--- config.mk ---
export PLATFORM = sky130hd
export DESIGN_NAME = ece571f23_g5_aes_invmixcolumns_iter
export DESIGN_NICKNAME = d
export VERILOG_FILES = /design/src/rtl/ece571f23_g5_aes_invmixcolumns_iter.sv
export SDC_FILE = /design/constraint.sdc
export NUM_CORES = 1
export LEC_CHECK = 0
export ABC_CLOCK_PERIOD_IN_PS = 11200
export CAP_MARGIN = 10
export CORE_MARGIN = 2
export CORE_UTILIZATION = 52
export CTS_CLUSTER_SIZE = 20
export DETAILED_ROUTE_END_ITERATION = 7
export PLACE_DENSITY = 0.81
export SETUP_SLACK_MARGIN = 0.4
export SYNTH_ARGS = -nofsm -noshare
export SYNTH_HDL_FRONTEND = slang
export SYNTH_SLANG_ARGS = --single-unit
--- constraint.sdc ---
create_clock -name clk -period 11.2 [get_ports clk]
set_clock_uncertainty 0.2 [all_clocks]
set_input_delay 2.8 -clock clk [delete_from_list [all_inputs] [get_ports clk]]
set_output_delay 2.8 -clock clk [all_outputs]
set_load 0.005 [all_outputs]
--- src/rtl/ece571f23_g5_aes_invmixcolumns_iter.sv ---
// AES InvMixColumns, one shared column datapath stepped over four cycles.
// Define AES_INVMIX_ONECYC_EN to compute all four columns in a single cycle.
module ece571f23_g5_aes_invmixcolumns_iter (
    input  logic         clk,
    input  logic         rst,
    input  logic         in_valid,
    output logic         in_ready,
    input  logic [127:0] in_data,
    output logic         out_valid,
    input  logic         out_ready,
    output logic [127:0] out_data
);

    typedef enum logic [1:0] {
        IDLE,
        CALC,
        DONE
    } state_t;

    state_t       state;
    state_t       state_nxt;
    logic [127:0] cap;
    logic         accept;
    logic         last_col;

    function automatic logic [7:0] xtime(input logic [7:0] b);
        return {b[6:0], 1'b0} ^ (b[7] ? 8'h1b : 8'h00);
    endfunction

    // 9/b/d/e multiples share the x2/x4/x8 chain of each input byte
    function automatic logic [31:0] inv_col(input logic [31:0] c);
        logic [7:0] a  [4];
        logic [7:0] x2 [4];
        logic [7:0] x4 [4];
        logic [7:0] x8 [4];
        logic [7:0] m9 [4];
        logic [7:0] mb [4];
        logic [7:0] md [4];
        logic [7:0] me [4];
        for (int i = 0; i < 4; i++) begin
            a[i]  = c[31-8*i -: 8];
            x2[i] = xtime(a[i]);
            x4[i] = xtime(x2[i]);
            x8[i] = xtime(x4[i]);
            m9[i] = x8[i] ^ a[i];
            mb[i] = x8[i] ^ x2[i] ^ a[i];
            md[i] = x8[i] ^ x4[i] ^ a[i];
            me[i] = x8[i] ^ x4[i] ^ x2[i];
        end
        return {
            me[0] ^ mb[1] ^ md[2] ^ m9[3],
            m9[0] ^ me[1] ^ mb[2] ^ md[3],
            md[0] ^ m9[1] ^ me[2] ^ mb[3],
            mb[0] ^ md[1] ^ m9[2] ^ me[3]
        };
    endfunction

    assign in_ready  = (state == IDLE);
    assign out_valid = (state == DONE);
    assign accept    = in_valid && in_ready;

`ifdef AES_INVMIX_ONECYC_EN
    assign last_col = 1'b1;
`else
    logic [1:0]  col_cnt;
    logic [31:0] col_in;
    logic [31:0] col_res;

    assign col_in   = cap[{col_cnt, 5'd0} +: 32];
    assign col_res  = inv_col(col_in);
    assign last_col = (col_cnt == 2'd3);
`endif

    always_ff @(posedge clk or posedge rst) begin
        if (rst) begin
            state <= IDLE;
        end else begin
            state <= state_nxt;
        end
    end

    always_comb begin
        state_nxt = state;
        unique case (state)
            IDLE:    if (in_valid) state_nxt = CALC;
            CALC:    if (last_col) state_nxt = DONE;
            DONE:    if (out_ready) state_nxt = IDLE;
            default: state_nxt = IDLE;
        endcase
    end

`ifdef AES_INVMIX_ONECYC_EN
    always_ff @(posedge clk or posedge rst) begin
        if (rst) begin
            cap      <= '0;
            out_data <= '0;
        end else if (accept) begin
            cap <= in_data;
        end else if (state == CALC) begin
            out_data <= {inv_col(cap[127:96]), inv_col(cap[95:64]),
                         inv_col(cap[63:32]), inv_col(cap[31:0])};
        end
    end
`else
    always_ff @(posedge clk or posedge rst) begin
        if (rst) begin
            cap      <= '0;
            out_data <= '0;
            col_cnt  <= 2'd0;
        end else if (accept) begin
            cap     <= in_data;
            col_cnt <= 2'd0;
        end else if (state == CALC) begin
            out_data[{col_cnt, 5'd0} +: 32] <= col_res;
            col_cnt <= col_cnt + 2'd1;
        end
    end
`endif

endmodule

==> results of run 1 <==
==> layer usage <==
| metal | share of wire [%] | up-vias | global-route usage (%) |
|---|---|---|---|
| li1 | - | 3747 | - |
| met4 | 2.6 | 2 | 6.32 |
| met2 | 48 | 304 | 40.0 |
| met5 | 0.042 | - | 0 |
| met3 | 7.0 | 53 | 4.64 |
| met1 | 43 | 4175 | 33.6 |
==> cells in the mapped netlist (all sizes together) <==
master,instances,area (um2)
xnor3,29,659
or3,1,6.26
xnor2,113,1120
mux2,128,1440
nor2,11,41.3
nand4,3,18.8
and2,1,6.26
xor2,42,432
nand2,127,477
o21ai,121,606
inv,5,18.8
xor3,2,47.6
mux2i,1,10.0
nand2b,2,12.5
ha,5,62.6
a22o,9,78.8
nor3,1,5.00
mux4,32,721
o21bai,1,7.51
dfrtp,260,6510
nor2b,1,6.26
buf,17,146
clkbuf,39,146
==> kinds of logic after synthesis <==
family / after synthesis
DFF: 260
and+or+nand+nor: 147
AOI/OAI and AO/OA: 131
muxes: 161
buffers and inverters: 61
adders and majority gates: 5
xor gates and xnor gates: 186
==> per-stage QoR <==
| step | hold slack, ns | instances | instance area, um2 | setup slack [ns] |
|---|---|---|---|---|
| 3_5_place_dp | 0.270 | 1485 | 15400 | 5.65 |
| 3_3_place_gp | 0.263 | 1485 | 15400 | 5.68 |
| 4_1_cts | 0.284 | 1529 | 16300 | 6.20 |
| 2_1_floorplan | 0.263 | 951 | 12600 | 1.04 |
| 5_1_grt | 0.304 | 1529 | 16300 | 6.04 |
| 6_report | 0.277 | 1529 | 16300 | 6.18 |
==> sequential cells by signal (all words and copies together) (netlist names) <==
signal	cells
cap	128
col_cnt	2
out_data	128
state	2
==> critical path: stages <==
cell and delay (ns):
clkdlybuf4s50_1 0.51, and2_4 0.52, buf_4 0.88, mux2_2 0.43
==> final cells by class <==
class | count | area [um2]
clock buffer | 39 | 801
clock inverter | 5 | 78.8
fill | 1696 | 7350
inverter | 5 | 26.3
multi-input combinational | 630 | 5770
sequential | 260 | 6510
tap | 319 | 399
timing repair buffer | 271 | 2690
==> path summary, 6_finish.rpt <==
check	startpoint	endpoint	slack, ns	cells after the start
setup / recovery	in_valid	cap[56]	6.18	4
hold / removal	out_data[87]	out_data[87]	0.28	2
setup reg to reg	col_cnt[0]	out_data[35]	7.28	7
hold reg to reg	out_data[87]	out_data[87]	0.28	2
max in group asynchronous	rst	cap[46]	6.55	3
min in group asynchronous	rst	cap[68]	2.65	2
==> summary.txt, run 1 <==
Die Height: 160 um
Commonest non-fill, non-tap cell in the layout: clkdlybuf4s50_1
WL final: 30.8 mm
Post-synthesis cell area: 12600 um2
Worst Setup Path Type: in -> reg
Max cap viols: 0
Routed WL per cell: 20.2 um
Std cell rows: 56
Netlist cell types: 32
Critical path peak fanout: 85
RD Place Congestion: 0.897
Largest net degree at the start of global routing: 120
Sequential share of the synthesized area: 51.7%
Global-route wire length before repair: 48.5 mm
Relative slew slack: 18.9%
Clock slew at reported path FFs: 0.06 ns
Via Count: 8281
Die area: 25500 um2
Core ar.: 23600 um2
HPWL Detailed: 22.4 mm
Fin crit period: 5.02 ns
CTS max path bufs: 3
H-tree levels: 1
Crit share post-route: 44.8%
Flop and latch count out of synthesis: 260
Syn nets: 1088
Post-route antenna net violation count: 0
Synth Area in XOR/XNOR: 18.0%
Fin util: 68.9%
Commonest cells after routing, fill and taps aside: 261 x clkdlybuf4s50_1, 258 x dfrtp_1, 128 x mux2_2
Outcome: completed
Slew @ Worst Pin: 1.21 ns
Total CTS buffers: 26
Number of remaining DRC errors: 0
Nets: 1331
Post-synthesis adder-cell area fraction: 0.497%
Ports: 262
Multiplexer share of the synthesized area: 17.3%
Post-synthesis compound-gate area fraction: 5.50%
CP startpoint kind: input port
Largest family of logic cells by synthesized area: XOR/XNOR gates
F_max: 199 MHz
Vias in the first global route: 8561
Grt ovf: 0
IO Port Bufs: 261
Slew Limit Fails: 0
Initial antenna violation count: 1
Clk Tree Root Cell: clkbuf_16
Starting Density: 53.3%
Setup Buffers After CTS: 0
Clock Latency Late Sink: 0.53 ns
Post-Syn Instances: 951
CP arrival: 5.23 ns
Resize count post-CTS: 0
Share of cells above drive strength 1: 19.9%
Gr usage total: 24.3%
Die width: 160 um
RSZ-0062 raised after global routing: false
Hold Crit Class: reg -> reg
WP data required: 11.41 ns
Antenna diodes: 0
Yosys warning count: 0
Final setup viols: 0
Initial DRC count: 528
DR vias/cell: 5.42
Area added between synthesis and finish: 29.3%
Drt pass-1 iters: 5
Final-report hold violation count: 0
Critical path endpoint category: flip-flop
Avg Inst Size Synth: 13.2 um2
Final setup TNS: 0 ns
Synth Area in Simple Gates: 4.55%
TritonCTS clock tree: built
Clk sinks: 260
CTS Hold Bufs: 0
Power of run 1 is not shown: default switching activity piles up to over one toggle a cycle in this logic, so the estimate is an artifact.
==> run 2: changes to the inputs <==
- ABC_CLOCK_PERIOD_IN_PS: 11200 -> 4950
- clock period: 11.2 -> 4.95 ns (I/O delays scaled with it)
==> run 2 against run 1 <==
  * Cell count up 0.65%
  * Die area unchanged
  * Critical path depth is 2 higher
  * Worst hold slack improved by 0.0032 ns
  * Routed wire length rose by 4.8%
  * Non-clock buffer count rose by 6
  * Via count up 2.1%
  * Final area is 0.54% higher
  * Highest routed layer is now met4
  * Worst setup slack worse by 5.1 ns
  * First-iteration DRC count up 9.3%
==> summary.txt, run 2 (synthesis results as in run 1) <==
Outcome: completed
H-tree levels: 1 (unchanged)
CP arrival: 4.07 ns (-1.16 ns)
Ports: 262 (unchanged)
Worst path slowest cell: dfrtp_2
Largest net degree at the start of global routing: 98 (-18%)
Layout fillers: 1673 (-1.4%)
Relative slew slack: 18.4% (-0.50 points)
Die area: 25500 um2 (unchanged)
F_max: 256 MHz
CTS Hold Bufs: 0 (unchanged)
Core ar.: 23600 um2 (unchanged)
Most used cell, CP: xor2_1
Gr usage total: 25.5% (+1.2 points)
Max cap viols: 0 (unchanged)
FF/Latch Area: 6510 um2 (unchanged)
Register-to-register setup slack: 1.05 ns (-6.23 ns)
Post-route antenna net violation count: 0 (unchanged)
Critical path buffers and inverters: 0 (-2)
CTS max path bufs: 3 (unchanged)
Grt ovf: 0 (unchanged)
Share of cells above drive strength 1: 20.2% (+0.25 points)
Regs by FF count: cap x128, out_data x128
Vias in the first global route: 8804 (+2.8%)
Top delay family on crit path: XOR/XNOR gates
Initial DRC count: 577 (+9.3%)
Total CTS buffers: 26 (unchanged)
Area added between synthesis and finish: 30.0%
CP startpoint kind: flip-flop
Clk sinks: 260 (unchanged)
Final setup TNS: 0 ns (unchanged)
Number of remaining DRC errors: 0 (unchanged)
Final setup viols: 0 (unchanged)
Drt pass-1 iters: 5 (unchanged)
Nets: 1337 (+0.45%)
Clk Tree Root Cell: clkbuf_16
TritonCTS clock tree: built
Die width: 160 um (unchanged)
RD Place Congestion: 0.938 (+4.7%)
WP data required: 5.12 ns (-6.29 ns)
Antenna diodes: 0 (unchanged)
Resize count post-CTS: 0 (unchanged)
Die Height: 160 um (unchanged)
CP max stage delay: 0.89 ns (about the same)
Starting Density: 53.3% (unchanged)
Slew @ Worst Pin: 1.22 ns (+0.0105 ns)
Hold Crit Class: reg -> reg
Worst-path cell chain: mux4_2 -> xnor3_2 -> xor2_1 -> xnor3_1 -> xor2_1 -> o21ai_1
WL final: 32.3 mm (+4.8%)
Clock Latency Late Sink: 0.53 ns (about the same)
Fin crit period: 3.90 ns
Critical path endpoint category: flip-flop
Slew Limit Fails: 0 (unchanged)
Final-report hold violation count: 0 (unchanged)
Global-route wire length before repair: 50.8 mm (+4.7%)
Clock slew at reported path FFs: 0.06 ns (about the same)
Critical path peak fanout: 27 (-68%)
Via Count: 8454 (+2.1%)
Crit share post-route: 78.8%
Std cell rows: 56 (unchanged)
IO Port Bufs: 261 (unchanged)
Multi-input gate area: 5770 um2 (unchanged)
HPWL Detailed: 24.0 mm (+7.2%)
Commonest non-fill, non-tap cell in the layout: clkdlybuf4s50_1
Worst Setup Path Type: reg -> reg
Routed WL per cell: 21.0 um (+4.1%)
Commonest cells after routing, fill and taps aside: 261 x clkdlybuf4s50_1, 258 x dfrtp_1, 128 x mux2_2
Setup Buffers After CTS: 0 (unchanged)
DR vias/cell: 5.49 (+1.4%)
RSZ-0062 raised after global routing: false
Initial antenna violation count: 0 (-1)
## run 2: changes by cell type in the layout (fill, tap and decap cells not counted), sizes merged
cell      previous run  this run
clkbuf              39        43
buf                 10        16
inv                  5         4
clkinvlp             0         1
clkinv               3         4
bufinv               2         1
## run 2: final cells by class
cell class	count	area share, %
well taps	319	2.44
multi-input cells	630	35.3
flip-flops and latches	260	39.8
clock buffers	43	4.93
repair buffers	277	17.1
clock inverters	5	0.306
inverters	5	0.138
## run 2: final timing paths
path,start,to,cells past startpoint
worst max-delay path,col_cnt[1],out_data[109],6
worst min-delay path,out_data[100],out_data[100],2
worst max register to register,col_cnt[1],out_data[109],6
worst min register to register,out_data[100],out_data[100],2
max in group asynchronous,rst,out_data[28],4
min in group asynchronous,rst,cap[3],2
## run 2: worst min-delay path, cell delays in order, from the launching register on
cell     delay (ns)
dfrtp_1        0.34
nand2_1        0.05
o21ai_1        0.06
## run 2: metal layers
| metal | GRT usage (%) | wire length [um] | part of all wire [%] | up-vias |
|---|---|---|---|---|
| met4 | 6.61 | 739 | 2.3 | 0 |
| met5 | 0 | 0 | 0 | - |
| met2 | 41.6 | 15500 | 48 | 379 |
| met3 | 4.53 | 2420 | 7.5 | 51 |
| met1 | 35.8 | 13600 | 42 | 4246 |
| li1 | - | - | - | 3778 |
## run 2: per-stage QoR
| stage | hold slack (ns) | setup WS, ns | instance area [um2] | instances | utilization [%] |
|---|---|---|---|---|---|
| after global placement | 0.260 | 1.03 | 15500 | 1490 | 65.5 |
| final | 0.280 | 1.05 | 16400 | 1539 | 69.3 |
| after CTS | 0.284 | 0.985 | 16300 | 1538 | 69.1 |
| after global routing | 0.300 | 0.834 | 16400 | 1539 | 69.3 |
| after detailed placement | 0.271 | 1.01 | 15500 | 1490 | 65.5 |
| after floorplan | 0.263 | 0.0849 | 12600 | 951 | - |
Power of run 2 is left out for the same reason.
==> run 3: changes to the inputs <==
- ABC_CLOCK_PERIOD_IN_PS: 4950 -> 3600
- clock period: 4.95 -> 3.6 ns (I/O delays scaled with it)
==> run 3 against run 2 <==
  * Cell count increased by 5.3%
  * Non-clock buffer count increased by 82
  * Final area increased by 8.1%
  * Critical endpoint is now out_data[98]
==> summary.txt, run 3 (synthesis results as in run 1) <==
Vias in the first global route: 9369 (+6.4%)
Clk sinks: 260 (unchanged)
Drt pass-1 iters: 5 (unchanged)
Final setup TNS: 0 ns (unchanged)
Total CTS buffers: 26 (unchanged)
Placement Setup Slack: -0.0236 ns (-1.03 ns)
Clock Latency Late Sink: 0.54 ns (about the same)
CTS max path bufs: 3 (unchanged)
Hold Worst Slack: 0.283 ns (+0.00249 ns)
Register-to-register setup slack: 0.34 ns (-0.71 ns)
Layout fillers: 1449 (-13%)
WL final: 35.5 mm (+9.9%)
Fin crit period: 3.26 ns (-0.637 ns)
WP data required: 3.76 ns (-1.36 ns)
Routed WL per cell: 21.9 um (+4.4%)
Hold Crit Class: reg -> reg
CP startpoint kind: flip-flop
Slew @ Worst Pin: 1.12 ns (-0.100 ns)
Starting Density: 53.3% (unchanged)
Worst reg2reg path startpoint: col_cnt[1]
Via Count: 8980 (+6.2%)
Core ar.: 23600 um2 (unchanged)
Worst-path cell chain: buf_4 -> buf_12 -> mux4_2 -> buf_4 -> xnor2_1 -> xnor2_1 -> xnor2_2 -> xnor2_2 -> buf_4 -> o21ai_0
Initial antenna violation count: 0 (unchanged)
Initial DRC count: 592 (+2.6%)
Antenna diodes: 0 (unchanged)
Critical path peak fanout: 9 (-67%)
Max cap viols: 0 (unchanged)
Post-route antenna net violation count: 0 (unchanged)
Area added between synthesis and finish: 40.5%
Multi-input gate area: 6260 um2 (+8.6%)
CTS Hold Bufs: 0 (unchanged)
Worst r2r path cells: 10 (+4)
Most used cell, CP: buf_4
Hold depth: 2 (unchanged)
Final setup viols: 0 (unchanged)
Top delay family on crit path: XOR/XNOR gates
Relative slew slack: 25.1% (+6.7 points)
Final setup margin: 0.336 ns (-0.713 ns)
Die area: 25500 um2 (unchanged)
H-tree levels: 1 (unchanged)
Commonest non-fill, non-tap cell in the layout: clkdlybuf4s50_1
Commonest cells after routing, fill and taps aside: 261 x clkdlybuf4s50_1, 258 x dfrtp_1, 128 x mux2_2
Grt ovf: 0 (unchanged)
Crit share post-route: 90.7% (+12 points)
Worst Setup Path Type: reg -> reg
HPWL Detailed: 24.7 mm (+3.0%)
Critical path endpoint category: flip-flop
Ports: 262 (unchanged)
RSZ-0062 raised after global routing: true
Share of cells above drive strength 1: 29.7% (+9.6 points)
Global-route wire length before repair: 53.7 mm (+5.9%)
Outcome: completed
Clock slew at reported path FFs: 0.06 ns (about the same)
Reg-to-reg endpoint: out_data[98]
Final-report hold violation count: 0 (unchanged)
Die Height: 160 um (unchanged)
Critical path buffers and inverters: 4 (+4)
IO Port Bufs: 261 (unchanged)
RD Place Congestion: 0.968 (+3.1%)
Nets: 1419 (+6.1%)
CP max stage delay: 0.51 ns (-0.38 ns)
HP Start: out_data[87]
Die width: 160 um (unchanged)
DR vias/cell: 5.54 (+0.85%)
Number of remaining DRC errors: 0 (unchanged)
TritonCTS clock tree: built
Worst path slowest cell: dfrtp_4
Std cell rows: 56 (unchanged)
End of the worst hold path: out_data[87]
Clk Tree Root Cell: clkbuf_16
CP arrival: 3.42 ns (-0.65 ns)
F_max: 306 MHz (+20%)
Slew Limit Fails: 0 (unchanged)
Gr usage total: 26.9% (+1.4 points)
Largest net degree at the start of global routing: 107 (+9.2%)
Regs by FF count: cap x128, out_data x128
FF/Latch Area: 6510 um2 (about the same)
-- run 3: cell count changes in the layout (fill, tap and decap cells not counted), sizes merged --
cell    before  now
clkinv       4    6
bufinv       1    8
buf         16   97
clkbuf      43   35
-- run 3: how the worst max path moves through the flow --
stage,startpoint,to,depth (start not counted)
final,col_cnt[1],out_data[98],10
after global routing,col_cnt[1],out_data[117],7
after CTS,col_cnt[1],out_data[99],8
after detailed placement,col_cnt[1],out_data[116],7
after global placement,col_cnt[1],out_data[116],7
after floorplan,rst,cap[0],1
-- run 3: metal layers --
layer	track usage [%]	up-vias	routed length, um
met1	35.8	4581	14200
met2	45.3	407	17600
li1	-	3924	-
met3	6.23	68	2830
met4	6.57	0	913
met5	0	-	0
-- run 3: repair_timing --
| action | 4_1_cts | 5_1_grt |
|---|---|---|
| endpoints found under the setup margin | 109 | 85 |
| setup buffers | 18 | 34 |
| pin swaps | 8 | 19 |
| cloned | 0 | 1 |
| gates resized for setup | 30 | 41 |
-- run 3: through the flow --
step	area, um2	utilization (%)	instances
4_1_cts	17100	72.3	1586
5_1_grt	17700	74.9	1621
3_5_place_dp	15700	66.5	1520
6_report	17700	74.9	1621
3_3_place_gp	15700	66.5	1520
2_1_floorplan	12600	-	951
-- run 3: worst min-delay path, delay by kind of cell (launching register included) --
kind	cells	cell delay [ns]
simple gates	1	0.05
flops	1	0.34
compound gates	1	0.06
-- run 3: cell type report --
class,instances,share of cell area (%)
clock inverter,14,1.53
timing repair buffer,359,19.6
sequential,260,36.8
inverter,5,0.127
clock buffer,34,4.25
tap,319,2.26
multi-input combinational,630,35.4
Power of run 3 is left out for the same reason.
